`src/rtl/axil_reg_pkg.sv`:
```
// axil_reg_pkg: response codes, register offsets and FSM state types shared by axil_reg_slave
package axil_reg_pkg;
  localparam logic [1:0] RESP_OKAY   = 2'd0;
  localparam logic [1:0] RESP_SLVERR = 2'd2;
  localparam logic [1:0] RESP_DECERR = 2'd3;
  localparam logic [1:0] REG_CTRL   = 2'd0;
  localparam logic [1:0] REG_DATA   = 2'd1;
  localparam logic [1:0] REG_STATUS = 2'd2;
  localparam logic [1:0] REG_WCOUNT = 2'd3;
  typedef enum logic [1:0] {W_IDLE, W_GOT_AW, W_GOT_W, W_RESP} wr_state_t;
  typedef enum logic {R_IDLE, R_DATA} rd_state_t;
endpackage

```
`src/rtl/axil_reg_decode.sv`:
```
// axil_reg_decode: combinational address decode into window hit, register index and writability
// Ports: addr in; hit = upper bits match BASE_ADDR, idx = addr[3:2], writable = hit on CTRL/DATA.
module axil_reg_decode
  import axil_reg_pkg::*;
#(
  parameter int                    ADDR_WIDTH = 8,
  parameter logic [ADDR_WIDTH-1:0] BASE_ADDR  = '0
) (
  input  logic [ADDR_WIDTH-1:0] addr,
  output logic                  hit,
  output logic [1:0]            idx,
  output logic                  writable
);
  logic unused_lsb;
  assign unused_lsb = ^addr[1:0];
  always_comb begin
    hit = addr[ADDR_WIDTH-1:4] == BASE_ADDR[ADDR_WIDTH-1:4];
    idx = addr[3:2];
    writable = hit && (idx == REG_CTRL || idx == REG_DATA);
  end
endmodule

```
`src/rtl/axil_reg_slave.sv`:
```
// axil_reg_slave: AXI4-Lite slave with CTRL/DATA (RW), STATUS (RO live input) and WCOUNT (RO) registers
// Ports: s_axi_* AXI4-Lite slave (sync active-high reset s_axi_areset), status_in live status,
// ctrl_q/data_q register outputs. Macro AXIL_REG_IRQ_EN adds irq_pulse on OKAY CTRL writes with bit 0 set.
module axil_reg_slave
  import axil_reg_pkg::*;
#(
  parameter int                    DATA_WIDTH = 32,
  parameter int                    ADDR_WIDTH = 8,
  parameter int                    RESP_WIDTH = 2,
  parameter logic [ADDR_WIDTH-1:0] BASE_ADDR  = '0
) (
  input  logic                    s_axi_aclk,
  input  logic                    s_axi_areset,
  input  logic [ADDR_WIDTH-1:0]   s_axi_awaddr,
  input  logic                    s_axi_awvalid,
  output logic                    s_axi_awready,
  input  logic [DATA_WIDTH-1:0]   s_axi_wdata,
  input  logic [DATA_WIDTH/8-1:0] s_axi_wstrb,
  input  logic                    s_axi_wvalid,
  output logic                    s_axi_wready,
  output logic [RESP_WIDTH-1:0]   s_axi_bresp,
  output logic                    s_axi_bvalid,
  input  logic                    s_axi_bready,
  input  logic [ADDR_WIDTH-1:0]   s_axi_araddr,
  input  logic                    s_axi_arvalid,
  output logic                    s_axi_arready,
  output logic [DATA_WIDTH-1:0]   s_axi_rdata,
  output logic [RESP_WIDTH-1:0]   s_axi_rresp,
  output logic                    s_axi_rvalid,
  input  logic                    s_axi_rready,
  input  logic [DATA_WIDTH-1:0]   status_in,
`ifdef AXIL_REG_IRQ_EN
  output logic                    irq_pulse,
`endif
  output logic [DATA_WIDTH-1:0]   ctrl_q,
  output logic [DATA_WIDTH-1:0]   data_q
);
  localparam int SW = DATA_WIDTH / 8;
  wr_state_t w_state_q, w_state_d;
  rd_state_t r_state_q, r_state_d;
  logic rdy_q;
  logic [ADDR_WIDTH-1:0] awaddr_q, awaddr_d;
  logic [DATA_WIDTH-1:0] wdata_q, wdata_d, wcount_q, wcount_d, ctrl_d, data_d, rdata_q, rdata_d, merged;
  logic [SW-1:0] wstrb_q, wstrb_d;
  logic [RESP_WIDTH-1:0] bresp_q, bresp_d, rresp_q, rresp_d;
  logic aw_hs, w_hs, ar_hs, commit, aw_hit, aw_wr, ar_hit, ar_unused_wr;
  logic [1:0] aw_idx, ar_idx;
  // rdy_q holds all address/data readies low for the cycle right after a reset edge
  assign s_axi_awready = rdy_q && (w_state_q == W_IDLE || w_state_q == W_GOT_W);
  assign s_axi_wready  = rdy_q && (w_state_q == W_IDLE || w_state_q == W_GOT_AW);
  assign s_axi_arready = rdy_q && r_state_q == R_IDLE;
  assign s_axi_bvalid  = w_state_q == W_RESP;
  assign s_axi_bresp   = bresp_q;
  assign s_axi_rvalid  = r_state_q == R_DATA;
  assign s_axi_rdata   = rdata_q;
  assign s_axi_rresp   = rresp_q;
  // awaddr_d/wdata_d/wstrb_d are the effective write operands: this cycle's beat or the latched one
  axil_reg_decode #(.ADDR_WIDTH(ADDR_WIDTH), .BASE_ADDR(BASE_ADDR)) u_aw_dec (
    .addr(awaddr_d), .hit(aw_hit), .idx(aw_idx), .writable(aw_wr)
  );
  axil_reg_decode #(.ADDR_WIDTH(ADDR_WIDTH), .BASE_ADDR(BASE_ADDR)) u_ar_dec (
    .addr(s_axi_araddr), .hit(ar_hit), .idx(ar_idx), .writable(ar_unused_wr)
  );
  always_comb begin
    aw_hs = s_axi_awvalid && s_axi_awready;
    w_hs = s_axi_wvalid && s_axi_wready;
    awaddr_d = aw_hs ? s_axi_awaddr : awaddr_q;
    wdata_d = w_hs ? s_axi_wdata : wdata_q;
    wstrb_d = w_hs ? s_axi_wstrb : wstrb_q;
    w_state_d = w_state_q;
    case (w_state_q)
      W_IDLE:   w_state_d = aw_hs && w_hs ? W_RESP : aw_hs ? W_GOT_AW : w_hs ? W_GOT_W : W_IDLE;
      W_GOT_AW: if (w_hs) w_state_d = W_RESP;
      W_GOT_W:  if (aw_hs) w_state_d = W_RESP;
      W_RESP:   if (s_axi_bready) w_state_d = W_IDLE;
    endcase
    commit = w_state_d == W_RESP && w_state_q != W_RESP;
  end
  always_comb begin
    merged = aw_idx == REG_CTRL ? ctrl_q : data_q;
    for (int i = 0; i < SW; i++)
      if (wstrb_d[i]) merged[8*i +: 8] = wdata_d[8*i +: 8];
    ctrl_d = commit && aw_wr && aw_idx == REG_CTRL ? merged : ctrl_q;
    data_d = commit && aw_wr && aw_idx == REG_DATA ? merged : data_q;
    wcount_d = commit && aw_wr ? wcount_q + DATA_WIDTH'(1) : wcount_q;
    bresp_d = !commit ? bresp_q : !aw_hit ? RESP_WIDTH'(RESP_DECERR) :
              aw_wr ? RESP_WIDTH'(RESP_OKAY) : RESP_WIDTH'(RESP_SLVERR);
  end
  always_comb begin
    ar_hs = s_axi_arvalid && s_axi_arready;
    rdata_d = !ar_hs ? rdata_q : !ar_hit ? '0 :
              ar_idx == REG_CTRL ? ctrl_q : ar_idx == REG_DATA ? data_q :
              ar_idx == REG_STATUS ? status_in : wcount_q;
    rresp_d = !ar_hs ? rresp_q : ar_hit ? RESP_WIDTH'(RESP_OKAY) : RESP_WIDTH'(RESP_DECERR);
    r_state_d = r_state_q == R_IDLE ? (ar_hs ? R_DATA : R_IDLE) : (s_axi_rready ? R_IDLE : R_DATA);
  end
  always_ff @(posedge s_axi_aclk) begin
    if (s_axi_areset) begin
      w_state_q <= W_IDLE;
      r_state_q <= R_IDLE;
      rdy_q     <= 1'b0;
      awaddr_q  <= '0;
      wdata_q   <= '0;
      wstrb_q   <= '0;
      ctrl_q    <= '0;
      data_q    <= '0;
      wcount_q  <= '0;
      bresp_q   <= '0;
      rdata_q   <= '0;
      rresp_q   <= '0;
    end else begin
      w_state_q <= w_state_d;
      r_state_q <= r_state_d;
      rdy_q     <= 1'b1;
      awaddr_q  <= awaddr_d;
      wdata_q   <= wdata_d;
      wstrb_q   <= wstrb_d;
      ctrl_q    <= ctrl_d;
      data_q    <= data_d;
      wcount_q  <= wcount_d;
      bresp_q   <= bresp_d;
      rdata_q   <= rdata_d;
      rresp_q   <= rresp_d;
    end
  end
`ifdef AXIL_REG_IRQ_EN
  logic irq_pulse_q, irq_pulse_d;
  assign irq_pulse = irq_pulse_q;
  always_comb irq_pulse_d = commit && aw_wr && aw_idx == REG_CTRL && ctrl_d[0];
  always_ff @(posedge s_axi_aclk) irq_pulse_q <= s_axi_areset ? 1'b0 : irq_pulse_d;
`endif
endmodule

```
`config.mk`:
```
export PLATFORM = sky130hd
export DESIGN_NAME = axil_reg_slave
export DESIGN_NICKNAME = d
export VERILOG_FILES = /design/src/rtl/axil_reg_pkg.sv /design/src/rtl/axil_reg_decode.sv /design/src/rtl/axil_reg_slave.sv
export SDC_FILE = /design/constraint.sdc
export NUM_CORES = 1
export LEC_CHECK = 0
export CAP_MARGIN = 20
export CORE_ASPECT_RATIO = 0.75
export CORE_MARGIN = 1.5
export CORE_UTILIZATION = 53
export CTS_CLUSTER_SIZE = 12
export DETAILED_ROUTE_END_ITERATION = 6
export GPL_TIMING_DRIVEN = 0
export PLACE_DENSITY = 0.85
export SLEW_MARGIN = 10
export SYNTH_ARGS = -nofsm -noshare
export SYNTH_HDL_FRONTEND = slang
export SYNTH_SLANG_ARGS = --single-unit
```
`constraint.sdc`:
```
create_clock -name s_axi_aclk -period 6.7 [get_ports s_axi_aclk]
set_input_delay 1.34 -clock s_axi_aclk [delete_from_list [all_inputs] [get_ports s_axi_aclk]]
set_output_delay 1.34 -clock s_axi_aclk [all_outputs]
set_load 0.05 [all_outputs]
```
==> impl_metrics.toml, run 1 <==
[floorplan]
die_y_um = 109
ios = 196
initial_utilization_pct = 54.5
core.rowCount = 38
dieWidth_um = 144
core_um2 = 14500
dieArea_um2 = 15700

[critical_path]
crit_family = "buffers and inverters"
critPathCaptureType = "flop"
cp-startpoint = "s_axi_awvalid"
worstPathCellList = "clkdlybuf4s50_1 -> nand3b_1 -> buf_2 -> mux2i_1 -> buf_2 -> mux2_2 -> o21ai_0 -> o22ai_1"
r2r_start = "w_state_q[0]"
arrival_ps = 4210
crit_fanout = 10
critPathMostFrequentCell = "buf_2"
critical_path_class = "in2reg"
critPathLaunchType = "primary input"
path_buf_inv = 3
cp_slowest_cell = "mux2i_1"
crit_path_max_incr_delay_ps = 670
required_ps = 6990

[placement]
dpl.hpwl_um = 18200
gp_congestion = 0.962
io_buffers = 189

[logic_synthesis]
synth-async-reset-ratio_pct = 0
yosysMostFrequentCell = "dfxtp_1"
synthDominantCellAreaShare_pct = 44.7
synth_commonest_cells = "dfxtp_1, nand2_1, nor2_1, o22ai_1, clkbuf_1"
synth_edf_count = 0
syn_nets = 928
yosys_warnings = 0
synth_seq_cells = 177
syn_area_um2 = 7930
synth_top_flop_cell = "dfxtp_1"
synth_top_cells_by_area = "dfxtp_1, mux4_2, mux2_2"
syn_inst = 836
ys_seq_area_share_pct = 44.7
synth.distinct_cells = 44
yosysTopAreaCell = "dfxtp_1"
synth_area_per_cell_um2 = 9.49

[power]
cellPowerDensity_nw_per_um2 = 227
switching_share_pct = 25.2
p_clk_share_pct = 43.2
seq_power_share_pct = 44.7
internal_power_mw = 1.82
ir_worst_vdd_uv = 199
total_leakage_power_nw = 3.90
combPwrFrac_pct = 12.1
netSwitchingPower_mw = 0.612

[grt]
antenna_found_initial = 0
grtUsageMet3_pct = 6.50
grt_busiest_layer = "met2"
first_global_vias = 7179
grt_pass1_wl_um = 39000
grtUsageMet2_pct = 49.3
grt_overflow = 0
grt_max_degree = 17
grt_use_total_pct = 32.8
met1_usage_pct = 47.5

[final_layout]
nFillCells = 1029
insertedDiodeCount = 0
drive_above_1_share_pct = 11.7
syn_to_final_growth_pct = 34.8
final_nets = 1136

[clock_tree]
cts_root_buf = "clkbuf_16"
cts_hold_buf = 0
numCtsBuffers = 17
clock_path_buffers = 2
htree_levels = 4
clk_latency_ps = 430
cts_resized = 0
clk_pin_slew_ps = 70
cts_setup_buffers = 0
cts_tree = "built"
cts.sinks = 177

[timing]
hold_slack_ps = 482
finClkSkew_ps = 7.30
rsz0062_at_grt = "false"
drv_slew = 0
hold_viol = 0
worstMarginPinSlew_ps = 1040
slew_headroom_pct = 30.4
min_period_ps = 3920
finalSetupViolCount = 0
post-route-period-util_pct = 58.5
tns_ps = 0
fmax_ghz = 0.255

[status]
status = "finished, final reports clean"

[run]
max-cap-violations = 0

[detailed_routing]
first_pass_iters = 5
via_per_inst = 6.23
drt_iter0_drc = 878
route.vias.total = 7826
wl_per_cell_um = 20.6
wirelength_um = 25800
drcViolationCount = 0
ant_nets = 0

[min_path]
min_path_type = "reg2reg"
hold_start = "s_axi_bresp[0]"
==> per-layer routing <==
layer	vias to the layer above	routed length, um
li1	3492	-
met2	603	11200
met5	-	0
met3	68	3370
met1	3663	10700
met4	0	537
==> cells by family after synthesis <==
family	Yosys count	share of synthesized area, %
AOI/OAI and AO/OA	184	14.7
xor gates and xnor gates	4	0.442
adders and majority gates	1	0.158
buffers and inverters	72	3.82
DFF	177	44.7
muxes	113	19.9
and+or+nand+nor	285	16.2
==> cells in the final DEF, fill, tap and decap left out, drive strengths merged, types with 40 or more instances in the layout <==
cell | netlist | routed
nand2 | 119 | 119
clkdlybuf4s50 | 0 | 189
dfxtp | 177 | 177
o22ai | 64 | 64
mux2 | 40 | 40
nor2 | 86 | 86
mux2i | 41 | 41
o21ai | 42 | 42
clkbuf | 50 | 71
==> area by class of cell <==
cell class	instances	area [um2]	share of cell area, %
Inverter	5	18.8	0.176
Sequential cell	177	3540	33.1
Buffer	67	284	2.66
Tap cell	200	250	2.34
Clock inverter	11	150	1.40
Multi-Input combinational cell	587	4090	38.2
Clock buffer	21	470	4.40
Timing Repair Buffer	189	1890	17.7
==> state kept, by name (all words and copies together), names as in the netlist, 2 cells and up <==
register / count
awaddr_q: 6
ctrl_q: 32
data_q: 32
s_axi_bresp: 2
s_axi_rdata: 32
w_state_q: 2
wcount_q: 32
wdata_q: 32
wstrb_q: 4
==> final timing paths <==
check	end	slack [ps]	depth (start not counted)
worst max-delay path	ctrl_q[4]	2780	8
worst min-delay path	s_axi_bresp[0]	480	2
worst max register to register	ctrl_q[4]	3710	7
worst min register to register	s_axi_bresp[0]	480	2
==> through the flow <==
stage | utilization, % | total power, mW | std cells | worst slack [ps] | cell area (um2)
5_1_grt | 73.5 | 2.49 | 1257 | 2620 | 10700
2_1_floorplan | - | 1.28 | 836 | 3540 | 7930
6_report | 73.5 | 2.43 | 1257 | 2780 | 10700
4_1_cts | 73.5 | 2.42 | 1257 | 2840 | 10700
3_5_place_dp | 69.2 | 1.40 | 1225 | 2470 | 10100
3_3_place_gp | 69.2 | 1.39 | 1225 | 2520 | 10100
==> power by group through the flow <==
stage / logic, mW / registers, mW / clock network, mW
after floorplan: 0.150 / 1.13 / 0
after global placement: 0.283 / 1.11 / 0
after detailed placement: 0.289 / 1.11 / 0
after CTS: 0.291 / 1.09 / 1.04
after global routing: 0.312 / 1.09 / 1.09
final: 0.295 / 1.09 / 1.05
==> worst reg2reg max path: stages (launching register included) <==
cell and delay (ps):
dfxtp_1 420, nand3b_1 200, buf_2 290, mux2i_1 670, buf_2 420, mux2_2 390
o21ai_0 320, o22ai_1 140
Power figures use the tool's default switching activity.
==> run 2, diff against run 1 <==
--- a/config.mk
+++ b/config.mk
@@ -8,11 +8,11 @@
 export CAP_MARGIN = 20
 export CORE_ASPECT_RATIO = 0.75
 export CORE_MARGIN = 1.5
-export CORE_UTILIZATION = 53
+export CORE_UTILIZATION = 45
 export CTS_CLUSTER_SIZE = 12
 export DETAILED_ROUTE_END_ITERATION = 6
 export GPL_TIMING_DRIVEN = 0
-export PLACE_DENSITY = 0.85
+export PLACE_DENSITY = 0.77
 export SLEW_MARGIN = 10
 export SYNTH_ARGS = -nofsm -noshare
 export SYNTH_HDL_FRONTEND = slang
==> constraint.sdc (replaced) <==
create_clock -name s_axi_aclk -period 3.2 [get_ports s_axi_aclk]
set_input_delay 0.64 -clock s_axi_aclk [delete_from_list [all_inputs] [get_ports s_axi_aclk]]
set_output_delay 0.64 -clock s_axi_aclk [all_outputs]
set_load 0.05 [all_outputs]
==> impl_metrics.toml, run 2 (same netlist as run 1, synthesis figures left out) <==
[clock_tree]
cts.sinks = 177
clock_path_buffers = 2
cts_hold_buf = 0
clk_pin_slew_ps = 60
clk_latency_ps = 440
cts_root_buf = "clkbuf_16"
htree_levels = 4
cts_tree = "built"
cts_setup_buffers = 0
numCtsBuffers = 17

[run]
max-cap-violations = 0

[floorplan]
core_um2 = 17000
ios = 196
dieWidth_um = 156
dieArea_um2 = 18400
core.rowCount = 41
initial_utilization_pct = 46.6
die_y_um = 118

[timing]
fmax_ghz = 0.329
slew_headroom_pct = 39.4
rsz0062_at_grt = "false"
min_period_ps = 3040
post-route-period-util_pct = 95.0
worstMarginPinSlew_ps = 907
finalSetupViolCount = 0
finClkSkew_ps = 8.33
hold_viol = 0
drv_slew = 0

[detailed_routing]
via_per_inst = 5.94
wirelength_um = 26100
first_pass_iters = 6
ant_nets = 0
drt_iter0_drc = 714
route.vias.total = 7647
wl_per_cell_um = 20.2
drcViolationCount = 0

[critical_path]
critPathCaptureType = "flop"
arrival_ps = 3330
critical_path_class = "in2reg"
ff2ff_path_depth = 6
crit_path_max_incr_delay_ps = 720
cp.depth = 7
cp-startpoint = "s_axi_wvalid"
crit_fanout = 10
critPathLaunchType = "primary input"
crit_family = "buffers and inverters"
r2r_start = "w_state_q[1]"
required_ps = 3490
path_buf_inv = 2
worstPathCellList = "clkdlybuf4s50_1 -> nand3b_1 -> clkdlybuf4s15_1 -> mux2i_1 -> nand2_1 -> o21ai_0 -> o22ai_1"
cp_slowest_cell = "clkdlybuf4s15_1"

[final_layout]
final_cell_area_um2 = 10700
layout_commonest_cell = "clkdlybuf4s50_1"
nFillCells = 1422
syn_to_final_growth_pct = 35.1
final_nets = 1135
insertedDiodeCount = 0
mostFrequentLayoutCells = "clkdlybuf4s50_1, dfxtp_1, nand2_1"
drive_above_1_share_pct = 11.4

[min_path]
min_path_type = "reg2reg"
min_path_cells = 2
hold_start = "s_axi_bresp[0]"

[power]
total_leakage_power_nw = 3.89
cellPowerDensity_nw_per_um2 = 469
ir_worst_vdd_uv = 328
p_total_mw = 5.03

[grt]
grt_use_total_pct = 28.2
first_global_vias = 7300
grt_overflow = 0
grt_pass1_wl_um = 39800
antenna_found_initial = 0
grt_max_degree = 17

[placement]
place_area_um2 = 10100
gp_congestion = 0.904
dpl.hpwl_um = 18400
io_buffers = 189

[status]
status = "finished, final reports clean"
run 2: metrics by stage:
stage / setup TNS (ps) / instances / util (%) / hold WS (ps) / worst slack (ps)
final: 0 / 1288 / 62.9 / 489 / 161
after global placement: -11200 / 1261 / 59.4 / 460 / -298
after detailed placement: -13560 / 1261 / 59.4 / 483 / -311
after global routing: 0 / 1288 / 62.9 / 517 / 0.865
after CTS: 0 / 1289 / 62.8 / 489 / 116
after floorplan: 0 / 836 / - / 449 / 738
run 2: power by group:
part	switching (mW)	internal [mW]	total, mW
Clock	0.865	1.27	2.14
Sequential	0.0260	2.25	2.27
Combinational	0.359	0.263	0.622
run 2: layout make-up:
| class | instances | area [um2] | area share, % |
|---|---|---|---|
| well taps | 236 | 295 | 2.76 |
| multi-input cells | 587 | 4100 | 38.3 |
| clock inverters | 6 | 108 | 1.00 |
| inverters | 5 | 18.8 | 0.175 |
| clock buffers | 22 | 474 | 4.42 |
| repair buffers | 189 | 1890 | 17.7 |
| plain buffers | 66 | 287 | 2.67 |
| flip-flops and latches | 177 | 3540 | 33.1 |
run 2: path summary, 6_finish.rpt:
kind,end,slack [ps]
worst min register to register,s_axi_bresp[0],490
worst max register to register,data_q[28],420
worst min-delay path,s_axi_bresp[0],490
worst max-delay path,data_q[28],160
run 2: metal layers:
layer	vias up	track usage (%)	wire length, um
met1	3690	41.7	11900
met4	0	8.93	462
met5	-	0	0
li1	3485	-	-
met2	425	40.0	11000
met3	47	6.81	2740
run 2: worst register-to-register path: stages (launching register included):
cell             delay, ps
dfxtp_1                350
nand3b_1               720
clkdlybuf4s15_1        730
mux2i_1                480
nand2_1                110
o21ai_0                140
o22ai_1                120
run 2: timing repair:
item / 4_1_cts / 5_1_grt
gates resized for setup: 0 / 3
setup endpoints to repair: 0 / 35
endpoints found under the hold margin: 0 / 0
==> run 3, diff against run 2 <==
--- a/config.mk
+++ b/config.mk
@@ -5,7 +5,7 @@
 export SDC_FILE = /design/constraint.sdc
 export NUM_CORES = 1
 export LEC_CHECK = 0
-export CAP_MARGIN = 20
+export CAP_MARGIN = 5
 export CORE_ASPECT_RATIO = 0.75
 export CORE_MARGIN = 1.5
 export CORE_UTILIZATION = 45
==> results of run 3 <==
Same layout as run 2: the final DEF is identical, and so are final timing and power.
